--- src/rtl/hex_report_pkg.sv ---
// Shared definitions for the hex report transmitter: sequencer states,
// ASCII constants and the last character index for each build flavour.
// The optional CR/LF terminator build is selected with HEX_REPORT_CRLF_EN.
package hex_report_pkg;

  typedef enum logic [2:0] {
    IDLE    = 3'd0,
    LOAD    = 3'd1,
    STROBE  = 3'd2,
    WAIT_HI = 3'd3,
    WAIT_LO = 3'd4,
    NEXT    = 3'd5
  } state_t;

  localparam logic [7:0] ASCII_ZERO    = 8'h30;
  localparam logic [7:0] ASCII_UPPER_A = 8'h41;
  localparam logic [7:0] ASCII_LOWER_A = 8'h61;
  localparam logic [7:0] ASCII_CR      = 8'h0D;
  localparam logic [7:0] ASCII_LF      = 8'h0A;

  // Index of the final character in a report: two hex digits, optionally
  // followed by CR and LF.
  localparam logic [1:0] LAST_IDX_HEX  = 2'd1;
  localparam logic [1:0] LAST_IDX_CRLF = 2'd3;

endpackage

--- src/rtl/hex_report_tx_nibble_to_ascii.sv ---
// Converts one 4-bit nibble into its ASCII hex digit. HEX_UPPER selects
// upper-case (1) or lower-case (0) letters for the values 10..15.
module nibble_to_ascii
  import hex_report_pkg::*;
#(
  parameter int HEX_UPPER = 1
) (
  input  logic [3:0] nibble,
  output logic [7:0] ascii
);

  // Digits are offset from '0'; letters are offset from 'A' or 'a'.
  always_comb begin
    ascii = ASCII_ZERO + {4'h0, nibble};
    if (nibble > 4'd9) begin
      ascii = ((HEX_UPPER != 0) ? ASCII_UPPER_A : ASCII_LOWER_A)
              + {4'h0, nibble} - 8'd10;
    end
  end

endmodule

--- src/rtl/hex_report_tx.sv ---
// Reports a byte as two ASCII hex characters to a UART transmitter using a
// data-ready strobe and the transmitter's busy flag as handshake.
// Define HEX_REPORT_CRLF_EN to append CR and LF after the two digits.
module hex_report_tx
  import hex_report_pkg::*;
#(
  parameter int HEX_UPPER = 1
) (
  input  logic       i_clk,
  input  logic       i_reset,
  input  logic       i_send,
  input  logic [7:0] i_value,
  input  logic       i_tx_busy,
  output logic       o_tx_dr,
  output logic [7:0] o_tx_data,
  output logic       o_busy,
  output logic       o_done,
  output logic       o_overrun
);

`ifdef HEX_REPORT_CRLF_EN
  localparam logic [1:0] LAST_IDX = LAST_IDX_CRLF;
`else
  localparam logic [1:0] LAST_IDX = LAST_IDX_HEX;
`endif

  state_t     state;
  state_t     state_nxt;
  logic [7:0] value_q;
  logic [1:0] idx;
  logic [3:0] nibble;
  logic [7:0] nibble_ascii;
  logic [7:0] char_sel;

  // Index 0 reports the upper nibble, index 1 the lower nibble.
  assign nibble = (idx == 2'd0) ? value_q[7:4] : value_q[3:0];

  nibble_to_ascii #(
    .HEX_UPPER(HEX_UPPER)
  ) u_nibble_to_ascii (
    .nibble(nibble),
    .ascii (nibble_ascii)
  );

  // Pick the character for the current index, terminators included.
  always_comb begin
    char_sel = nibble_ascii;
`ifdef HEX_REPORT_CRLF_EN
    if (idx == 2'd2) begin
      char_sel = ASCII_CR;
    end else if (idx == 2'd3) begin
      char_sel = ASCII_LF;
    end
`endif
  end

  // State register.
  always_ff @(posedge i_clk or negedge i_reset) begin
    if (!i_reset) begin
      state <= IDLE;
    end else begin
      state <= state_nxt;
    end
  end

  // Next-state logic: load, strobe, then follow busy high and back low.
  always_comb begin
    state_nxt = state;
    case (state)
      IDLE:    if (i_send)     state_nxt = LOAD;
      LOAD:                    state_nxt = STROBE;
      STROBE:  if (!i_tx_busy) state_nxt = WAIT_HI;
      WAIT_HI: if (i_tx_busy)  state_nxt = WAIT_LO;
      WAIT_LO: if (!i_tx_busy) state_nxt = NEXT;
      NEXT:    state_nxt = (idx == LAST_IDX) ? IDLE : LOAD;
      default:                 state_nxt = IDLE;
    endcase
  end

  // Registered datapath and output pulses; o_done is raised on entry to
  // NEXT so its cycle still counts as busy for overrun purposes.
  always_ff @(posedge i_clk or negedge i_reset) begin
    if (!i_reset) begin
      value_q   <= 8'h00;
      idx       <= 2'd0;
      o_tx_data <= 8'h00;
      o_tx_dr   <= 1'b0;
      o_busy    <= 1'b0;
      o_done    <= 1'b0;
      o_overrun <= 1'b0;
    end else begin
      o_tx_dr   <= (state == STROBE) && !i_tx_busy;
      o_done    <= (state == WAIT_LO) && !i_tx_busy && (idx == LAST_IDX);
      o_overrun <= i_send && (state != IDLE);
      case (state)
        IDLE: begin
          if (i_send) begin
            value_q <= i_value;
            idx     <= 2'd0;
            o_busy  <= 1'b1;
          end
        end
        LOAD: begin
          o_tx_data <= char_sel;
        end
        NEXT: begin
          if (idx == LAST_IDX) begin
            o_busy <= 1'b0;
          end else begin
            idx <= idx + 2'd1;
          end
        end
        default: begin
        end
      endcase
    end
  end

endmodule

--- config.mk ---
export PLATFORM = sky130hd
export DESIGN_NAME = hex_report_tx
export DESIGN_NICKNAME = d
export VERILOG_FILES = /design/src/rtl/hex_report_pkg.sv /design/src/rtl/hex_report_tx_nibble_to_ascii.sv /design/src/rtl/hex_report_tx.sv
export SDC_FILE = /design/constraint.sdc
export NUM_CORES = 1
export LEC_CHECK = 0
export CORE_MARGIN = 1.5
export CORE_UTILIZATION = 53
export DETAILED_ROUTE_END_ITERATION = 7
export HOLD_SLACK_MARGIN = 0.08
export PLACE_DENSITY = 0.79
export SETUP_SLACK_MARGIN = 0.02
export SYNTH_ARGS = -nofsm -noshare
export SYNTH_HDL_FRONTEND = slang
export SYNTH_SLANG_ARGS = --single-unit
--- constraint.sdc ---
create_clock -name i_clk -period 3.4 [get_ports i_clk]
set_clock_uncertainty 0.05 [all_clocks]
set_input_delay 0.68 -clock i_clk [delete_from_list [all_inputs] [get_ports i_clk]]
set_output_delay 0.68 -clock i_clk [all_outputs]
set_load 0.02 [all_outputs]
==> results of run 1 <==
through the flow:
stage | total power, mW | setup slack [ps] | area [µm²] | util | cells
CTS | 1.36 | 689 | 1430 | 0.712 | 160
floorplan | 1.01 | 1180 | 1150 | - | 111
global route | 1.47 | 531 | 1430 | 0.712 | 160
global placement | 1.18 | 862 | 1390 | 0.694 | 156
finish | 1.35 | 702 | 1430 | 0.712 | 160
detailed placement | 1.21 | 727 | 1390 | 0.694 | 156
area by class of cell:
type                    instances  area share
multi-input cells              77       0.354
inverters                       4      0.0105
well taps                      27      0.0237
repair buffers                 24       0.165
flip-flops and latches         24       0.421
clock buffers                   4      0.0255
tightest hold or removal path, delay by kind of cell, from the launching register on:
family	cells	cell delay [ps]
and+or+nand+nor	1	50
DFF	1	360
AOI/OAI and AO/OA	1	50
routing by layer:
metal,share of wire,up-vias,global-route usage
met5,0,-,0
met4,0.013,0,0.0556
met3,0.038,5,0.0545
met2,0.49,15,0.318
met1,0.46,398,0.244
li1,-,431,-
worst paths after layout:
path,startpoint,to,slack [ps],cells past startpoint
setup / recovery,idx[0],o_tx_data[0],700,8
hold / removal,o_tx_data[1],o_tx_data[1],440,2
setup reg to reg,idx[0],o_tx_data[0],700,8
hold reg to reg,o_tx_data[1],o_tx_data[1],440,2
max in group asynchronous,i_reset,value_q[5],2420,2
min in group asynchronous,i_reset,state[0],650,2
registers in the layout, indices dropped and copies added, names as in the netlist:
signal / count
o_tx_dr: 1
o_busy: 1
o_overrun: 1
o_done: 1
state: 3
value_q: 8
o_tx_data: 7
idx: 2
cells by family (layout without fill, tap and decap cells):
group	count (synthesis)	in the layout
AO/OA/AOI/OAI	25	25
XOR/XNOR	1	1
adder cells (fa/ha/maj)	3	3
buffers and inverters	10	32
flip-flops	24	24
multiplexers	10	10
other	1	1
AND/OR/NAND/NOR	37	37
cell usage in the layout, fill, tap and decap left out:
| cell | synthesis | routed |
|---|---|---|
| nor2_1 | 8 | 8 |
| nand2b_1 | 5 | 5 |
| xnor2_1 | 1 | 1 |
| o31a_1 | 1 | 1 |
| or3b_1 | 2 | 2 |
| o21bai_1 | 2 | 2 |
| o21ai_0 | 7 | 7 |
| conb_1 | 1 | 1 |
| clkbuf_8 | 0 | 1 |
| clkdlybuf4s50_1 | 0 | 22 |
| o22ai_1 | 2 | 2 |
| a21oi_1 | 2 | 2 |
| inv_1 | 4 | 4 |
| nor3_1 | 6 | 6 |
| mux2i_1 | 2 | 2 |
| nand3_1 | 1 | 1 |
| o21a_1 | 1 | 1 |
| o31ai_1 | 4 | 4 |
| nand2_1 | 12 | 12 |
| o22a_1 | 2 | 2 |
| nor3b_1 | 2 | 2 |
| dfrtp_1 | 24 | 24 |
| mux2_2 | 8 | 8 |
| clkbuf_4 | 0 | 3 |
| ha_1 | 3 | 3 |
| a31oi_1 | 3 | 3 |
| o221ai_1 | 1 | 1 |
| buf_4 | 1 | 2 |
| nor4_1 | 1 | 1 |
synthesized netlist by cell type (3+ instances only):
cell type,number,area share
a31oi_1,3,0.016
buf_2,4,0.017
dfrtp_1,24,0.52
ha_1,3,0.033
inv_1,4,0.013
mux2_2,8,0.078
nand2_1,12,0.039
nand2b_1,5,0.027
nor2_1,8,0.026
nor3_1,6,0.026
o21ai_0,7,0.030
o31ai_1,4,0.026
power by group through the flow:
stage | clock network (mW) | logic [mW] | registers [mW]
4_1_cts | 0.154 | 0.692 | 0.511
6_report | 0.147 | 0.688 | 0.512
2_1_floorplan | 0 | 0.479 | 0.530
3_5_place_dp | 0 | 0.688 | 0.518
3_3_place_gp | 0 | 0.664 | 0.513
5_1_grt | 0.167 | 0.766 | 0.533
==> run summary, run 1 <==
Hold Fails Final Rpt: 0
die width: 49.6 µm
Int Power: 0.799 mW
crit-path cells: inv_1 > ha_1 > mux2_2 > ha_1 > o21bai_1 > a31oi_1 > nor3_1 > or3b_1
Critical Setup Path Class: reg -> reg
switching pwr: 0.548 mW
mux share of post-synthesis cell area: 0.0957
Final Routed Wirelength: 2030 µm
Crit Path Max Fanout: 11
CTS resizes: 0
initial core utilization: 0.575
synth warn: 0
Syn Area/Cell: 10.4 µm²
Buf/Inv on CP: 1
Setup TNS: 0 ps
Peak VDD IR: 0.000555 V
kind of end point of the critical path: register
CP delay by family, top: adder cells
WP data required: 3550 ps
DR vias: 849
Mapped Area: 0.00115 mm²
post-synthesis simple-gate area fraction: 0.157
Clock power frac: 0.109
Worst setup SP type: register
worst rel slew slack: 0.658
initial antenna violation count: 0
clk slew on worst S/H paths: 130 ps
Max Freq: 0.371 GHz
pwr dens: 945 mW/mm²
Max-cap violations: 0
IO Count: 24
Lkg Pwr: 0.602 nW
Hold Path Class: reg -> reg
post-DP HPWL: 1500 µm
combinational power share: 0.511
DR vias/cell: 5.31
worst slew pin tran: 499 ps
Cell variety after synth: 28
register area: 601 µm²
hold_ws: 437 ps
Switching Fraction: 0.407
DRT iter0 DRCs: 13
Row Count: 16
Layout area overhead: 23.8%
clock period minus worst slack: 2700 ps
RSZ-0062 raised after global routing: no
Chip Height: 49.6 µm
number of global-route vias before repair: 772
total track usage: 0.192
Flop pwr share: 0.380
Post-Synth XOR/XNOR Area: 0.00761
Hold-fix buffers, CTS: 0
gpl congestion: 0.871
Skew-Pair Late Insertion Delay: 310 ps
# fillers: 147
main flop type after synthesis: dfrtp_1
CTS buffer count: 3
Post-synth EDFFs: 0
CTS Buffer Depth: 2
# DRC: 0
CTS tree: built
syn_nets: 126
sequential area share after synthesis: 0.522
largest net degree at the start of global routing: 25
CP arrival: 2850 ps
first-pass GRT wire length: 3620 µm
largest family of logic cells by synthesized area: simple AND/OR/NAND/NOR gates
Diodes inserted: 0
adder-cell share of the synthesized area: 0.0326
I/O Buffers: 22
die area: 0.00246 mm²
synthesized instance count: 111
slowest stage delay, CP: 430 ps
nets: 149
max-slew violations: 0
Compound-Gate Fraction of Synth Area: 0.142
root cell of the clock tree: clkbuf_4
Crit-path slowest cell: dfrtp_1
Period Utilization, post-route: 0.794
share of layout cells above drive strength 1: 0.105
cell mode on critical path: ha_1
area of the multi-input gates: 504 µm²
# H-tree levels: 1
antenna-violating nets left: 0
total gr overflow: 0
final setup vio count: 0
Seq cells post-synth: 24
status: complete, no violations
routed len/inst: 12.7 µm
core area: 0.00200 mm²
asr flop ratio synth: 1.00
router iterations before antenna repair: 4
CTS Sinks: 24
# Post-CTS Setup Buffers: 0
Note: power is estimated with default switching activity, not from simulation.
==> inputs of run 2 (changes only) <==
--- a/config.mk
+++ b/config.mk
@@ -6,10 +6,10 @@
 export NUM_CORES = 1
 export LEC_CHECK = 0
 export CORE_MARGIN = 1.5
-export CORE_UTILIZATION = 53
+export CORE_UTILIZATION = 49
 export DETAILED_ROUTE_END_ITERATION = 7
 export HOLD_SLACK_MARGIN = 0.08
-export PLACE_DENSITY = 0.79
+export PLACE_DENSITY = 0.74
 export SETUP_SLACK_MARGIN = 0.02
 export SYNTH_ARGS = -nofsm -noshare
 export SYNTH_HDL_FRONTEND = slang
==> constraint.sdc (replaced) <==
create_clock -name i_clk -period 2.7 [get_ports i_clk]
set_clock_uncertainty 0.05 [all_clocks]
set_input_delay 0.54 -clock i_clk [delete_from_list [all_inputs] [get_ports i_clk]]
set_output_delay 0.54 -clock i_clk [all_outputs]
set_load 0.02 [all_outputs]
==> run 2 against run 1 <==
Against the previous run: count of clock-buffer cells in the layout unchanged; sequential power up 26%; power up 29%; global-route usage down 1.4 points; combinational power up 32%; core utilization down 5.9 points; cell area up 1.3%.
==> run summary, run 2 (synthesis gave the netlist of run 1 again) <==
Max Freq: 0.417 GHz
Crit Path Max Fanout: 11
die width: 51.5 µm
Final Cell Area: 0.00144 mm²
IO Count: 24
DR vias/cell: 5.25
Diodes inserted: 0
commonest non-fill, non-tap cell in the layout: dfrtp_1
antenna-violating nets left: 0
worst rel slew slack: 0.644
total power draw: 1.74 mW
worst slew pin tran: 533 ps
number of global-route vias before repair: 755
I/O Buffers: 22
router iterations before antenna repair: 4
first-pass GRT wire length: 3440 µm
GRT busiest layer: met2
CTS Sinks: 24
die area: 0.00265 mm²
max reg flops: 8
clock period minus worst slack: 2400 ps
initial antenna violation count: 0
kind of end point of the critical path: register
# DRC: 0
total gr overflow: 0
routed len/inst: 12.3 µm
DR vias: 856
CTS buffer count: 3
Layout area overhead: 25.4%
Hold Path Class: reg -> reg
max-slew violations: 0
# H-tree levels: 1
Top reg by flops: value_q
Final Routed Wirelength: 2010 µm
# Post-CTS Setup Buffers: 0
WP data required: 2860 ps
Lkg Pwr: 0.611 nW
CP arrival: 2560 ps
gpl congestion: 0.843
DRT iter0 DRCs: 9
Critical Setup Path Class: reg -> reg
initial core utilization: 0.520
nets: 151
Max-cap violations: 0
largest net degree at the start of global routing: 25
clk slew on worst S/H paths: 130 ps
post-DP HPWL: 1500 µm
Peak VDD IR: 0.000589 V
DP Area: 0.00141 mm²
CTS Buffer Depth: 2
Period Utilization, post-route: 0.889
M1 GR Usage: 0.242
most frequent cells in the layout: 24 x dfrtp_1, 22 x clkdlybuf4s50_1, 12 x nand2_1, 8 x mux2_2, 8 x nor2_1
routing usage on met2: 0.263
pwr dens: 1200 mW/mm²
status: complete, no violations
root cell of the clock tree: clkbuf_4
Worst setup SP type: register
CTS tree: built
total track usage: 0.178
Setup TNS: 0 ps
Skew-Pair Late Insertion Delay: 310 ps
Row Count: 17
core area: 0.00221 mm²
Largest regs: value_q: 8 flops, o_tx_data: 7 flops, state: 3 flops
Hold Fails Final Rpt: 0
share of layout cells above drive strength 1: 0.126
RSZ-0062 raised after global routing: no
M3 GR Usage: 0.0351
Chip Height: 51.5 µm
final setup vio count: 0
[run 2: cell type report]
cell class,count,area [µm²]
flip-flops and latches,24,601
repair buffers,26,250
inverters,4,15.0
multi-input cells,77,507
well taps,28,35.0
fillers,192,768
clock buffers,4,36.3
[run 2: final timing paths]
check | startpoint | endpoint | slack [ps] | cells past startpoint
setup / recovery | idx[0] | o_tx_data[0] | 300 | 8
hold / removal | o_tx_data[2] | o_tx_data[2] | 440 | 2
setup reg to reg | idx[0] | o_tx_data[0] | 300 | 8
hold reg to reg | o_tx_data[2] | o_tx_data[2] | 440 | 2
max in group asynchronous | i_reset | value_q[0] | 1860 | 2
min in group asynchronous | i_reset | o_tx_data[4] | 510 | 2
[run 2: through the flow]
stage	std cells	util	worst slack [ps]	hold slack (ps)
3_3_place_gp	159	0.635	286	416
4_1_cts	163	0.652	189	452
3_5_place_dp	159	0.635	215	422
2_1_floorplan	111	-	480	194
5_1_grt	163	0.653	128	479
6_report	163	0.653	299	439
[run 2: critical path: stages, from the launching register on]
cell and delay (ps):
dfrtp_1 430, inv_1 70, ha_2 300, mux2_2 400
ha_1 210, o21bai_1 160, a31oi_1 240, nor3_1 80
or3b_1 350
[run 2: per-layer routing]
metal / part of all wire / wire (µm) / up-vias
met2: 0.44 / 892 / 16
li1: - / - / 438
met4: 0.026 / 52 / 0
met1: 0.49 / 991 / 397
met5: 0 / 0 / -
met3: 0.036 / 73 / 5
[run 2: report_power, final]
part	switching [mW]	internal [mW]	leakage (nW)
combinational	0.454	0.451	0.297
clock	0.105	0.0824	0.0210
sequential	0.134	0.510	0.293
total	0.693	1.04	0.611
[run 2: what timing repair did]
item                                    in CTS  in global routing
resized for setup                            0                  1
hold buffers                                 0                  0
endpoints found under the setup margin       0                  1
